[src/rtl/serial_cmp_pkg.sv]
// Shared types and helpers for the serial magnitude comparator.
package serial_cmp_pkg;

    typedef enum logic [1:0] {
        IDLE = 2'd0,
        RUN  = 2'd1,
        DONE = 2'd2
    } cmp_state_t;

    typedef struct packed {
        logic gt;
        logic eq;
        logic lt;
    } cmp_result_t;

    // Width of the digit counter: it must hold the value WIDTH/DIGIT.
    function automatic int cnt_width(input int width, input int digit);
        return $clog2(width / digit + 1);
    endfunction

endpackage

[src/rtl/digit_comparator.sv]
// Combinational unsigned comparator for one DIGIT-bit slice.
module digit_comparator #(
    parameter int DIGIT = 2
) (
    input  logic [DIGIT-1:0] x,
    input  logic [DIGIT-1:0] y,
    output logic             gt,
    output logic             eq,
    output logic             lt
);

    assign gt = (x > y);
    assign eq = (x == y);
    assign lt = (x < y);

endmodule

[src/rtl/serial_mag_comparator.sv]
// Multi-cycle MSB-first magnitude comparator with start/done handshake.
// It scans DIGIT bits per clock and exits early at the first differing digit.
// Define SERCMP_SIGNED_EN to compare two's-complement operands; the default
// build compares unsigned operands.
module serial_mag_comparator
    import serial_cmp_pkg::*;
#(
    parameter int WIDTH = 8,
    parameter int DIGIT = 2
) (
    input  logic             clk,
    input  logic             reset_n,
    input  logic             start,
    input  logic [WIDTH-1:0] a,
    input  logic [WIDTH-1:0] b,
    output logic             ready,
    output logic             busy,
    output logic             done,
    output logic             agtb,
    output logic             aeqb,
    output logic             altb
);

    localparam int NDIG = WIDTH / DIGIT;
    localparam int CW   = cnt_width(WIDTH, DIGIT);

    if (WIDTH < 2 || DIGIT < 1 || (WIDTH % DIGIT) != 0) begin : g_bad_params
        $error("serial_mag_comparator: WIDTH must be >= 2 and divisible by DIGIT");
    end

    cmp_state_t       state;
    logic [WIDTH-1:0] sh_a;
    logic [WIDTH-1:0] sh_b;
    logic [CW-1:0]    cnt;
    cmp_result_t      flags;
    logic [WIDTH-1:0] cap_a;
    logic [WIDTH-1:0] cap_b;
    logic             dig_gt;
    logic             dig_eq;
    logic             dig_lt;

    // Operand capture mapping: signed operands become offset binary so the
    // unsigned digit scan yields the signed ordering.
    always_comb begin
`ifdef SERCMP_SIGNED_EN
        cap_a = {~a[WIDTH-1], a[WIDTH-2:0]};
        cap_b = {~b[WIDTH-1], b[WIDTH-2:0]};
`else
        cap_a = a;
        cap_b = b;
`endif
    end

    digit_comparator #(
        .DIGIT(DIGIT)
    ) u_digit (
        .x  (sh_a[WIDTH-1 -: DIGIT]),
        .y  (sh_b[WIDTH-1 -: DIGIT]),
        .gt (dig_gt),
        .eq (dig_eq),
        .lt (dig_lt)
    );

    // Control FSM, operand shift registers, digit counter and result flags.
    // NOTE: every register here is assigned with <= so all of them update
    // from the same pre-edge values; blocking = would leak new values
    // into later statements of the same edge.
    always_ff @(posedge clk or negedge reset_n) begin
        if (!reset_n) begin
            state <= IDLE;
            sh_a  <= '0;
            sh_b  <= '0;
            cnt   <= '0;
            flags <= '0;
            done  <= 1'b0;
        end else begin
            case (state)
                IDLE: begin
                    if (start) begin
                        sh_a  <= cap_a;
                        sh_b  <= cap_b;
                        cnt   <= CW'(NDIG);
                        flags <= '0;
                        state <= RUN;
                    end
                end
                RUN: begin
                    if (!dig_eq) begin
                        flags.gt <= dig_gt;
                        flags.lt <= dig_lt;
                        done     <= 1'b1;
                        state    <= DONE;
                    end else if (cnt == CW'(1)) begin
                        flags.eq <= 1'b1;
                        done     <= 1'b1;
                        state    <= DONE;
                    end else begin
                        sh_a <= sh_a << DIGIT;
                        sh_b <= sh_b << DIGIT;
                        cnt  <= cnt - CW'(1);
                    end
                end
                DONE: begin
                    done  <= 1'b0;
                    state <= IDLE;
                end
                default: begin
                    done  <= 1'b0;
                    state <= IDLE;
                end
            endcase
        end
    end

    assign ready = (state == IDLE);
    assign busy  = (state == RUN);
    assign agtb  = flags.gt;
    assign aeqb  = flags.eq;
    assign altb  = flags.lt;

endmodule
[config.mk]
export PLATFORM = sky130hd
export DESIGN_NAME = serial_mag_comparator
export DESIGN_NICKNAME = d
export VERILOG_FILES = /design/src/rtl/serial_cmp_pkg.sv /design/src/rtl/digit_comparator.sv /design/src/rtl/serial_mag_comparator.sv
export SDC_FILE = /design/constraint.sdc
export NUM_CORES = 1
export LEC_CHECK = 0
export BUFFER_PORTS_ARGS = -buffer_cell sky130_fd_sc_hd__buf_2
export CORE_ASPECT_RATIO = 1.4
export CORE_MARGIN = 1.5
export CORE_UTILIZATION = 40
export CTS_BUF_LIST = sky130_fd_sc_hd__clkbuf_4 sky130_fd_sc_hd__clkbuf_8
export DETAILED_ROUTE_END_ITERATION = 7
export GPL_ROUTABILITY_DRIVEN = 0
export PLACE_DENSITY_LB_ADDON = 0.1
export SYNTH_ARGS = -nofsm -noshare
export SYNTH_HDL_FRONTEND = slang
export SYNTH_HIERARCHICAL = 1
export SYNTH_SLANG_ARGS = --single-unit
[constraint.sdc]
create_clock -name clk -period 2.05 [get_ports clk]
set_clock_uncertainty 0.15 [all_clocks]
set_input_delay 0.3075 -clock clk [delete_from_list [all_inputs] [get_ports clk]]
set_output_delay 0.3075 -clock clk [all_outputs]
set_load 0.01 [all_outputs]
* After elaboration in Yosys (flattened, before gate mapping)
Cells that the tools add are included.
Widths: inputs -> output; s select.
** Word-level totals
- Register bits after elaboration :: 25
- Output and inout bits :: 6
- Word-level logic and storage cells :: 52
** Operators by class
- Add/sub/neg operators :: 1
- Order comparisons :: 2
- Equal/unequal tests :: 9
- Muxes and demuxes :: 24
- Bitwise gates (word level) :: 1
- Reductions and logical operators :: 7
** Operators with widths (number)
- $mux 8 :: 6
- $pmux 8 s2 :: 2
- $mux 3 :: 4
- $pmux 3 s2 :: 2
- $reduce_and 4->1 :: 2
- $mux 2 :: 3
- $ne 2x2->1 const B :: 3
- $mux 1 :: 5
- $ne 2x1->1 const B :: 2
- $pmux 2 s2 :: 1
- $reduce_and 2->1 :: 2
- $eq 3x1->1 const B :: 1
- $ne 3x2->1 const B :: 1
- $reduce_and 3->1 :: 1
- $sub 3x1->3 const B :: 1
- $eq 2x1->1 const B :: 1
- $eq 2x2->1 :: 1
- $gt 2x2->1 :: 1
- $logic_not 2->1 :: 1
- $lt 2x2->1 :: 1
- $pmux 1 s2 :: 1
- $reduce_bool 2->1 :: 1
- $not 1->1 :: 1

* Longest topological paths before layout
Gate-level depths: netlist of the first run.
- Depth after elaboration :: 4
- Mapped depth :: 8
- Gate-level depth less buffers :: 7

* Hierarchy
Netlist of the first run, hierarchy kept.
** Modules (own cells, without submodules)
- serial_mag_comparator :: times used 1, cells an instance 96, area an instance 1098.6 µm², seq. area each 625.6 µm²
- digit_comparator :: times used 1, cells an instance 9, area an instance 62.6 µm², seq. area each 0.0 µm²

* Worst setup path after synthesis of the first run
Ideal clock, no wire load.
- Path type :: reg2reg
- Start :: reg sh_b[6]
- End :: reg sh_a[4]
- Data arrival time :: 1.574 ns
- Data required time :: 1.777 ns
- Path slack :: 0.203 ns
- Cell stages (with the launch flop) :: 8
- Path buffers :: 1
- Period minus slack after synthesis :: 1.847 ns
- Cell sequence :: dfrtp_1 -> ha_1 -> and2_4 -> and3b_1 -> buf_2 -> a21oi_4 -> inv_2 -> o221a_1
** Between the ends
- Cells in the longest elaborated chain, start to end :: 3
** RTL lines
- start, declared :: line serial_mag_comparator.sv:33 : logic [WIDTH-1:0] sh_b;
- start signal, assigned :: line serial_mag_comparator.sv:81 : sh_b <= cap_b;
- start signal, assigned :: line serial_mag_comparator.sv:99 : sh_b <= sh_b << DIGIT;
- $eq 2x2->1 :: line digit_comparator.sv:13 : assign eq = (x == y);
- via dig_eq :: line serial_mag_comparator.sv:39 : logic dig_eq;
- $ne 2x1->1 (no source line)
- $reduce_and 4->1 (no source line)
- end signal, assigned :: line serial_mag_comparator.sv:80 : sh_a <= cap_a;
- end signal, assigned :: line serial_mag_comparator.sv:98 : sh_a <= sh_a << DIGIT;
- end, declared :: line serial_mag_comparator.sv:32 : logic [WIDTH-1:0] sh_a;
The timed path passes the listed nets, and every way through them passes these cells.
A chain may end at the register's enable or synchronous reset.

* Final worst setup path of the first run
- Start :: reg sh_b[6]
- End :: reg sh_b[5]
** Between the ends
- Cells in the longest elaborated chain, start to end :: 3
** RTL lines (line)
- $eq 2x2->1 :: digit_comparator.sv:13
- via dig_eq :: serial_mag_comparator.sv:39
- $ne 2x1->1 (no source line)
- $reduce_and 4->1 (no source line)
The timed path passes the listed nets, and every way through them passes these cells.

==> run summary, run 1 <==
DR WL/cell - 14.8 um
Synth Register Bits - 25
r2r setup slk - 0.12 ns
Reg clk slew, reported paths - 0.15 ns
PortBufs - 24
CTS tree - yes
Final Instance Area - 0.00139 mm^2
min Tclk post-route - 1.93 ns
FF/Latch Area - 626 um^2
Hold WC Path Type - input pin to flop
Crit Path Class - flop to flop
worst rel slew slack - 63.0%
post-synthesis sequential area ratio - 53.9%
Synth Instances - 105
number of H-tree levels - 1
Hold Slack - 0.0394 ns
antenna cells - 0
Post-DRT Antenna Nets - 0
total wire length - 2520 um
CTS root buf - clkbuf_4
Slew Limit Fails - 0
# rows - 22
grt ovf - 0
Setup TNS - 0 ns
Detailed Routing Iterations Pass 1 - 4
CP endpoint kind - flop
Crit Path Max Fanout - 8
GRT Overall Usage - 18.0%
CP arrival - 2.01 ns
Final Instance Count excl. Fillers - 170
P&R area growth vs syn - 20.0%
pre-CTS WS - 0.102 ns
VDD IR max - 812 uV
vias in the first global route - 940
worst slew pin tran - 0.555 ns
layout cells sized above 1 - 28.4%
Final #Nets - 158
num ports - 25
Fin. Hold Viols - 0
Final Setup Violations - 0
startpoint type of the worst setup path - flop
Multi-input gate area - 453 um^2
crit share post-route - 93.9%
top cell type's share of synthesized area - 53.9%
Max-Cap Viols - 0
Critical Path RT - 2.14 ns
RSZ-0062 raised after global routing - false
# DRC - 0
number of CTS-inserted buffers - 3
initial antenna violation count - 0
leakage - 0.666 nW
dpl cell area - 0.00135 mm^2
placed cell count - 165
routed vias/inst - 5.34
1st-iter DRT viols - 12
largest net degree at the start of global routing - 26
Mapped Nets - 128
DIE AREA - 0.00324 mm^2
Sink Count - 25
latest clock arrival within the worst-skew pair - 0.33 ns
Filler Cell Count - 284
PnR worst setup slack - 0.125 ns
Synth cell types - 28
maximum clock rate - 519 MHz
power per cell area - 1460 mW/mm^2
Die X - 48.5 um
leading area contributor after synthesis - dfrtp_1
Die Y - 66.8 um
Clock Path Buffers - 2
Netlist Area Pre-Place - 0.00116 mm^2
via count - 908
floorplan core area - 0.00270 mm^2
syn avg cell area - 11.1 um^2
synth warn - 6
first-pass GRT wire length - 4410 um
status - completed
DP HPWL - 1860 um
leading post-synthesis cells by cell area - dfrtp_1, o32ai_1, inv_1
Initial Utilization - 43.0%
[placed cells by master (no fill, tap or decap), drive strengths merged]
| cell type | n |
|---|---|
| inv | 16 |
| o32ai | 9 |
| and3b | 1 |
| nand2 | 1 |
| clkbuf | 3 |
| nor2 | 2 |
| and2 | 2 |
| o221a | 4 |
| nand2b | 2 |
| dlygate4sd3 | 1 |
| a21oi | 11 |
| a21boi | 1 |
| nand3b | 1 |
| dfrtp | 25 |
| a31oi | 1 |
| buf | 29 |
| a311oi | 1 |
| o21ai | 3 |
| ha | 4 |
| clkinvlp | 1 |
| nand3 | 5 |
| nor3b | 2 |
| or3b | 1 |
| nor2b | 2 |
| a22o | 6 |
[critical path, cell delays in order, from the launching register on]
cell and delay (ns):
dfrtp_1 0.42, ha_1 0.30, and2_4 0.18, and3b_2 0.26
a21oi_4 0.21, inv_2 0.09, o221a_1 0.23
[report_power, final]
part / internal, mW / total (mW) / switching [mW]
logic: 0.459 / 0.955 / 0.496
registers: 0.712 / 0.843 / 0.132
clock network: 0.0747 / 0.234 / 0.159
total: 1.25 / 2.03 / 0.787
[cell usage after synthesis]
| cell | count |
|---|---|
| o21ai_0 | 3 |
| o221a_1 | 4 |
| a21boi_0 | 1 |
| o32ai_1 | 9 |
| buf_2 | 1 |
| nor3b_1 | 1 |
| nor3b_2 | 1 |
| nor2_1 | 2 |
| inv_2 | 1 |
| a311oi_1 | 1 |
| a31oi_1 | 1 |
| nor2b_1 | 2 |
| a21oi_1 | 10 |
| and2_4 | 1 |
| nand2_1 | 1 |
| nand3b_1 | 1 |
| and3b_1 | 1 |
| or3b_1 | 1 |
| nand2b_1 | 2 |
| a22o_1 | 6 |
| ha_1 | 4 |
| a21oi_4 | 1 |
| clkbuf_1 | 3 |
| nand3_1 | 5 |
| inv_1 | 15 |
| buf_4 | 1 |
| and2_1 | 1 |
| dfrtp_1 | 25 |
[per-stage QoR]
step           util, %  total power, mW
2_1_floorplan        -             1.51
3_3_place_gp      50.1             1.80
3_5_place_dp      50.1             1.82
4_1_cts           51.6             2.06
5_1_grt           51.7             2.21
6_report          51.7             2.03
[layer usage]
layer  routed length, um  part of all wire, %  GRT usage [%]  up-vias
met5                   0                    0              0        -
met4                  61                  2.4           10.0        0
met3                  61                  2.4           1.35        6
met2                1300                   52           31.8       19
met1                1100                   44           22.0      444
li1                    -                    -              -      439
[timing repair]
item / CTS / global route
setup buffers: 0 / 0
endpoints found under the hold margin: 25 / 0
hold buffers: 1 / 0
gates resized for setup: 0 / 1
setup endpoints to repair: 0 / 3
[final cells by class]
| class | count | area share, % |
|---|---|---|
| clock buffers | 3 | 1.62 |
| clock inverters | 1 | 0.539 |
| inverters | 16 | 4.31 |
| multi-input cells | 59 | 32.5 |
| flip-flops and latches | 25 | 44.9 |
| well taps | 36 | 3.23 |
| repair buffers | 30 | 12.9 |
[sequential cells by signal (all words and copies together), names as in the netlist]
register and cells:
state 2, sh_b 8, agtb 1, aeqb 1, altb 1, done 1
sh_a 8, cnt 3
[cell families after synthesis]
kind of cell | count (synthesis) | synth area share (%)
and+or+nand+nor | 19 | 10.5
DFF | 25 | 53.9
AOI/OAI and AO/OA | 36 | 24.1
adders and majority gates | 4 | 4.31
buffers and inverters | 21 | 7.22
[final timing paths]
kind,start,endpoint,cells past startpoint
max in group asynchronous,reset_n,cnt[0],2
min in group asynchronous,reset_n,sh_a[5],2
worst max-delay path,sh_b[6],sh_b[5],6
worst min register to register,aeqb,aeqb,2
worst min-delay path,b[0],sh_b[0],2
worst max register to register,sh_b[6],sh_b[5],6
(Power assumes the default switching activity.)
==> run 2, diff against run 1 <==
Settings changed: ABC_AREA set to 1, CORE_ASPECT_RATIO 1.4 to unset, SYNTH_HIERARCHICAL 1 to unset.
==> run 2 against run 1 <==
Against the previous run:
- combinational power up 12%
- register-to-register slack better by 0.31 ns
- die area up 12%
- clock-buffer cell count up 1
- sequential share of layout area down 3.0 points
- largest power group unchanged
- power up 5.4%
- maximum frequency up 13%
==> run summary, run 2 <==
Synth cell types - 17 (-39%)
status - completed
leading post-synthesis cells by cell area - dfrtp_1, nand2_1, nand3_1
largest registers - sh_a (8), sh_b (8), cnt (3)
Final Instance Count excl. Fillers - 245 (+44%)
Initial Utilization - 42.7% (-0.32 points)
# DRC - 0 (unchanged)
pre-CTS WS - 0.446 ns (+0.344 ns)
Hold Slack - 0.0313 ns (-0.00813 ns)
Hold WC Path Type - input pin to flop
most frequent cells in the layout - nand2_1, nand3_1, dfrtp_1
Filler Cell Count - 331 (+17%)
Post-synth EDFFs - 0 (unchanged)
placed cell count - 240 (+45%)
FF/Latch Area - 626 um^2 (unchanged)
top cell type's share of synthesized area - 47.6% (-6.3 points)
num ports - 25 (unchanged)
layout cells sized above 1 - 18.9% (-9.5 points)
leakage - 0.893 nW (+34%)
PortBufs - 24 (unchanged)
most common cell in the netlist - nand2_1
Detailed Routing Iterations Pass 1 - 4 (unchanged)
Reg clk slew, reported paths - 0.13 ns (-0.02 ns)
largest net degree at the start of global routing - 26 (unchanged)
DR WL/cell - 10.6 um (-28%)
latest clock arrival within the worst-skew pair - 0.31 ns (-0.02 ns)
min Tclk post-route - 1.71 ns (-0.217 ns)
Power Total - 2.14 mW (+5.4%)
PnR worst setup slack - 0.342 ns (+0.217 ns)
P&R area growth vs syn - 13.5%
Primary FF master, synth - dfrtp_1
r2r setup slk - 0.43 ns (+0.31 ns)
grt ovf - 0 (unchanged)
initial antenna violation count - 0 (unchanged)
worst rel slew slack - 62.5% (-0.50 points)
maximum clock rate - 586 MHz (+13%)
CP endpoint kind - output port
worst slew pin tran - 0.563 ns (+0.00751 ns)
leading area contributor after synthesis - dfrtp_1
floorplan core area - 0.00308 mm^2 (+14%)
Slew Limit Fails - 0 (unchanged)
Critical Path RT - 1.59 ns (-0.55 ns)
Synth Register Bits - 25 (unchanged)
DP HPWL - 1820 um (-2.1%)
vias in the first global route - 1084 (+15%)
Post-DRT Antenna Nets - 0 (unchanged)
Die X - 60.3 um (+24%)
CP arrival - 1.25 ns (-0.76 ns)
Max-Cap Viols - 0 (unchanged)
Post-synth top cells - nand2_1, dfrtp_1, nand3_1
syn avg cell area - 7.43 um^2 (-33%)
Crit Path Class - flop to output port
Crit Path Max Fanout - 12 (+4)
leading cell type in the layout, fill and taps excluded - nand2_1
power per cell area - 1430 mW/mm^2 (-1.6%)
startpoint type of the worst setup path - flop
Final Setup Violations - 0 (unchanged)
routed vias/inst - 4.65 (-13%)
Netlist Area Pre-Place - 0.00132 mm^2 (+13%)
via count - 1139 (+25%)
1st-iter DRT viols - 48 (+36)
CTS tree - yes
post-synthesis sequential area ratio - 47.6% (-6.3 points)
Sink Count - 25 (unchanged)
Fin. Hold Viols - 0 (unchanged)
antenna cells - 0 (unchanged)
CTS root buf - clkbuf_4
Final #Nets - 225 (+42%)
cells resized by post-CTS repair - 0 (unchanged)
Clock Path Buffers - 2 (unchanged)
GRT Overall Usage - 16.8% (-1.2 points)
total wire length - 2600 um (+3.1%)
Synth Instances - 177 (+69%)
DIE AREA - 0.00364 mm^2 (+12%)
Die Y - 60.3 um (-9.6%)
synth warn - 0 (-6)
first-pass GRT wire length - 4610 um (+4.5%)
number of CTS-inserted buffers - 3 (unchanged)
Multi-input gate area - 577 um^2 (+27%)
# rows - 20 (-9.1%)
RSZ-0062 raised after global routing - false
crit share post-route - 83.3% (-11 points)
Mapped Nets - 200 (+56%)
Setup TNS - 0 ns (unchanged)
VDD IR max - 520 uV (-36%)
number of H-tree levels - 1 (unchanged)
Post-synth ARST share - 100% (unchanged)
run 2: cell types whose count changed in the layout (fill, tap and decap cells not counted), moves of 2 or more:
cell / previous run / this run
a21oi_1: 10 / 1
a22o_1: 6 / 0
inv_1: 15 / 12
nand2_1: 1 / 94
nand2b_1: 2 / 0
nand3_1: 5 / 25
nor2b_1: 2 / 0
o21ai_0: 3 / 0
o221a_1: 4 / 0
o32ai_1: 9 / 0
run 2: layer usage:
layer	up-vias	routed length [um]	global-route usage, %
li1	590	-	-
met1	524	1230	22.7
met2	23	1240	28.1
met3	2	103	1.92
met4	0	21	5.71
met5	-	0	0
run 2: cells by family (layout without fill, tap and decap cells):
| logic type | after synthesis | in the layout | synth area share (%) |
|---|---|---|---|
| compound gates | 1 | 1 | 0.380 |
| fa+ha+maj | 4 | 4 | 3.81 |
| buf+inv | 22 | 46 | 8.56 |
| flops | 25 | 25 | 47.6 |
| simple gates | 125 | 125 | 39.7 |
run 2: where the power goes:
part | switching [mW] | total (mW) | internal [mW] | leakage [nW]
Combinational | 0.682 | 1.07 | 0.388 | 0.560
Sequential | 0.127 | 0.842 | 0.714 | 0.315
Clock | 0.140 | 0.229 | 0.0891 | 0.0184
run 2: path summary, 6_finish.rpt:
| path | startpoint | end | depth (start not counted) |
|---|---|---|---|
| max | state[0] | busy | 3 |
| min | a[1] | sh_a[1] | 3 |
| max reg2reg | sh_a[7] | sh_b[6] | 7 |
| min reg2reg | aeqb | aeqb | 2 |
| max in group asynchronous | reset_n | state[0] | 2 |
| min in group asynchronous | reset_n | aeqb | 2 |
run 2: through the flow:
stage	utilization (%)	cell area [um^2]
after global placement	47.2	1450
final	48.5	1490
after floorplan	-	1320
after detailed placement	47.2	1450
after global routing	48.5	1490
after CTS	48.5	1490
run 2: final cells by class:
cell class,instances,share of cell area (%)
sequential,25,41.9
multi-input combinational,130,38.6
timing repair buffer,28,10.2
tap,44,3.69
inverter,14,3.52
clock buffer,4,2.01
run 2: worst max-delay path, stage by stage, from the launching register on:
cell	delay (ns)
dfrtp_1	0.44
inv_2	0.06
nor2_4	0.25
buf_2	0.19
run 2: repair_timing:
action	CTS	global route
setup buffers	0	0
hold endpoints to repair	25	0
hold buffers	1	0
==> run 3, diff against run 2 <==
Clock period 2.05 ns to 1.72 ns, I/O delays scaled along.
==> run 3 against run 2 <==
Against the previous run:
- power up 23%
- die area unchanged
- via count up 1.3%
- critical path depth unchanged
- global-route usage up 0.36 points
- core utilization up 2.2 points
- design area up 4.5%
- sequential share of layout area down 1.7 points
- largest cell class unchanged
==> run summary, run 3 (synthesis results as in run 2) <==
min Tclk post-route - 1.66 ns
PortBufs - 24 (unchanged)
post-CTS setup buffers - 0 (unchanged)
startpoint type of the worst setup path - flop
number of CTS-inserted buffers - 3 (unchanged)
Setup TNS - 0 ns (unchanged)
CTS root buf - clkbuf_4
Filler Cell Count - 330 (-0.30%)
latest clock arrival within the worst-skew pair - 0.32 ns (about the same)
vias in the first global route - 1107 (+2.1%)
P&R area growth vs syn - 18.6%
Sink Count - 25 (unchanged)
floorplan core area - 0.00308 mm^2 (unchanged)
Detailed Routing Iterations Pass 1 - 4 (unchanged)
Post-DRT Antenna Nets - 0 (unchanged)
Hold WC Path Type - input pin to flop
worst rel slew slack - 60.9% (-1.6 points)
P_int - 1.46 mW (+22%)
leakage - 0.921 nW (+3.2%)
first-pass GRT wire length - 4750 um (+3.1%)
DR WL/cell - 10.9 um (+2.4%)
Slew Limit Fails - 0 (unchanged)
crit share post-route - 96.3%
largest registers - sh_a (8), sh_b (8), cnt (3)
num ports - 25 (unchanged)
RSZ-0062 raised after global routing - false
GRT Overall Usage - 17.2% (+0.36 points)
Multi-input gate area - 582 um^2 (+0.87%)
CP arrival - 1.25 ns (about the same)
leading cell type in the layout, fill and taps excluded - nand2_1
sequence of cells on the critical path - nor2_4, buf_6, buf_2
hold path endpoint - sh_b[3]
1st-iter DRT viols - 40 (-17%)
CP endpoint kind - output port
Reg clk slew, reported paths - 0.14 ns (about the same)
Final #Nets - 230 (+2.2%)
slowest stage cell, crit path - dfrtp_1
worst r2r dst - sh_a[3]
routed vias/inst - 4.62 (-0.71%)
r2r worst-path depth - 7 (unchanged)
Logic pwr share - 51.4% (+1.4 points)
CTS tree - yes
Die X - 60.3 um (unchanged)
hold_sp - b[3]
status - completed
r2r setup slk - 0.13 ns (-0.30 ns)
power per cell area - 1690 mW/mm^2 (+18%)
most frequent cells in the layout - nand2_1, nand3_1, dfrtp_1, buf_2, inv_1
Critical Path RT - 1.31 ns (-0.28 ns)
Clock Path Buffers - 2 (unchanged)
Clk network pwr share - 10.4% (-0.3 points)
worst slew pin tran - 0.586 ns (+0.0233 ns)
Max-Cap Viols - 0 (unchanged)
largest net degree at the start of global routing - 26 (unchanged)
Switch Pwr - 1.18 mW (+24%)
number of H-tree levels - 1 (unchanged)
Crit Path Class - flop to output port
DP HPWL - 1850 um (+1.5%)
Power Total - 2.63 mW (+23%)
placed cell count - 241 (+0.42%)
Initial Utilization - 42.7% (unchanged)
via count - 1154 (+1.3%)
VDD IR max - 673 uV (+30%)
WHS Path Cells - 5 (+2)
# rows - 20 (unchanged)
layout cells sized above 1 - 19.4% (+0.51 points)
total wire length - 2710 um (+4.5%)
Final Setup Violations - 0 (unchanged)
Die Y - 60.3 um (unchanged)
sequential fraction of design power - 38.2% (-1.1 points)
DIE AREA - 0.00364 mm^2 (unchanged)
RR Startpoint - sh_a[7]
initial antenna violation count - 0 (unchanged)
Final Instance Count excl. Fillers - 250 (+2.0%)
Fin. Hold Viols - 0 (unchanged)
maximum clock rate - 603 MHz
FF/Latch Area - 627 um^2 (+0.20%)
antenna cells - 0 (unchanged)
sw frac - 44.6% (+0.28 points)
crit-path max cell delay - 0.46 ns (+0.02 ns)
Crit Path Max Fanout - 9 (-3)
# DRC - 0 (unchanged)
grt ovf - 0 (unchanged)
run 3: cell types whose count changed in the layout (fill, tap and decap cells not counted), sizes merged:
| cell | previous run | this run |
|---|---|---|
| clkbuf | 4 | 3 |
| dlygate4sd3 | 1 | 5 |
| clkinv | 0 | 1 |
| buf | 27 | 28 |
run 3: area by class of cell:
type,count,area share (%)
clock inverter,1,0.321
sequential,25,40.2
clock buffer,3,1.44
timing repair buffer,33,13.9
multi-input combinational,130,37.3
tap,44,3.53
inverter,14,3.37
run 3: how the worst max path moves through the flow:
stage / from / depth (start not counted) / slack, ns / end
3_3_place_gp: sh_a[7] / 7 / 0.15 / sh_b[3]
6_report: state[1] / 3 / 0.06 / busy
5_1_grt: state[1] / 3 / 0.01 / busy
3_5_place_dp: sh_a[7] / 7 / 0.12 / sh_a[4]
2_1_floorplan: sh_a[7] / 7 / 0.21 / cnt[2]
4_1_cts: state[0] / 4 / 0.002 / busy
run 3: critical path: cells and delay by family, from the launching register on:
kind                   cells  cell delay, ns
buffers and inverters      2            0.29
DFF                        1            0.46
and+or+nand+nor            1            0.18
run 3: layer usage:
layer | track usage, % | vias to the layer above | share of wire, %
li1 | - | 602 | -
met3 | 2.56 | 2 | 5.3
met1 | 22.5 | 519 | 49
met4 | 6.67 | 0 | 0.66
met2 | 28.7 | 31 | 45
met5 | 0 | - | 0
run 3: timing repair:
item,4_1_cts,5_1_grt
gates resized for setup,0,3
setup endpoints to repair,0,15
hold endpoints to repair,29,0
hold buffers,5,0
run 3: power by group through the flow:
stage / combinational (mW) / sequential (mW) / clock, mW
final: 1.35 / 1.01 / 0.274
after global routing: 1.59 / 1.05 / 0.302
after CTS: 1.35 / 1.01 / 0.286
after detailed placement: 1.34 / 1.02 / 0
after global placement: 1.31 / 1.01 / 0
after floorplan: 1.05 / 1.00 / 0
run 3: stage by stage:
stage,worst slack (ns),hold slack (ns),util [%],instance area [um^2]
3_5_place_dp,0.122,0.150,47.8,1470
3_3_place_gp,0.152,0.140,47.8,1470
2_1_floorplan,0.208,-0.188,-,1320
5_1_grt,0.0118,0.0865,50.7,1560
4_1_cts,0.00223,0.0530,50.4,1550
6_report,0.0630,0.0628,50.7,1560
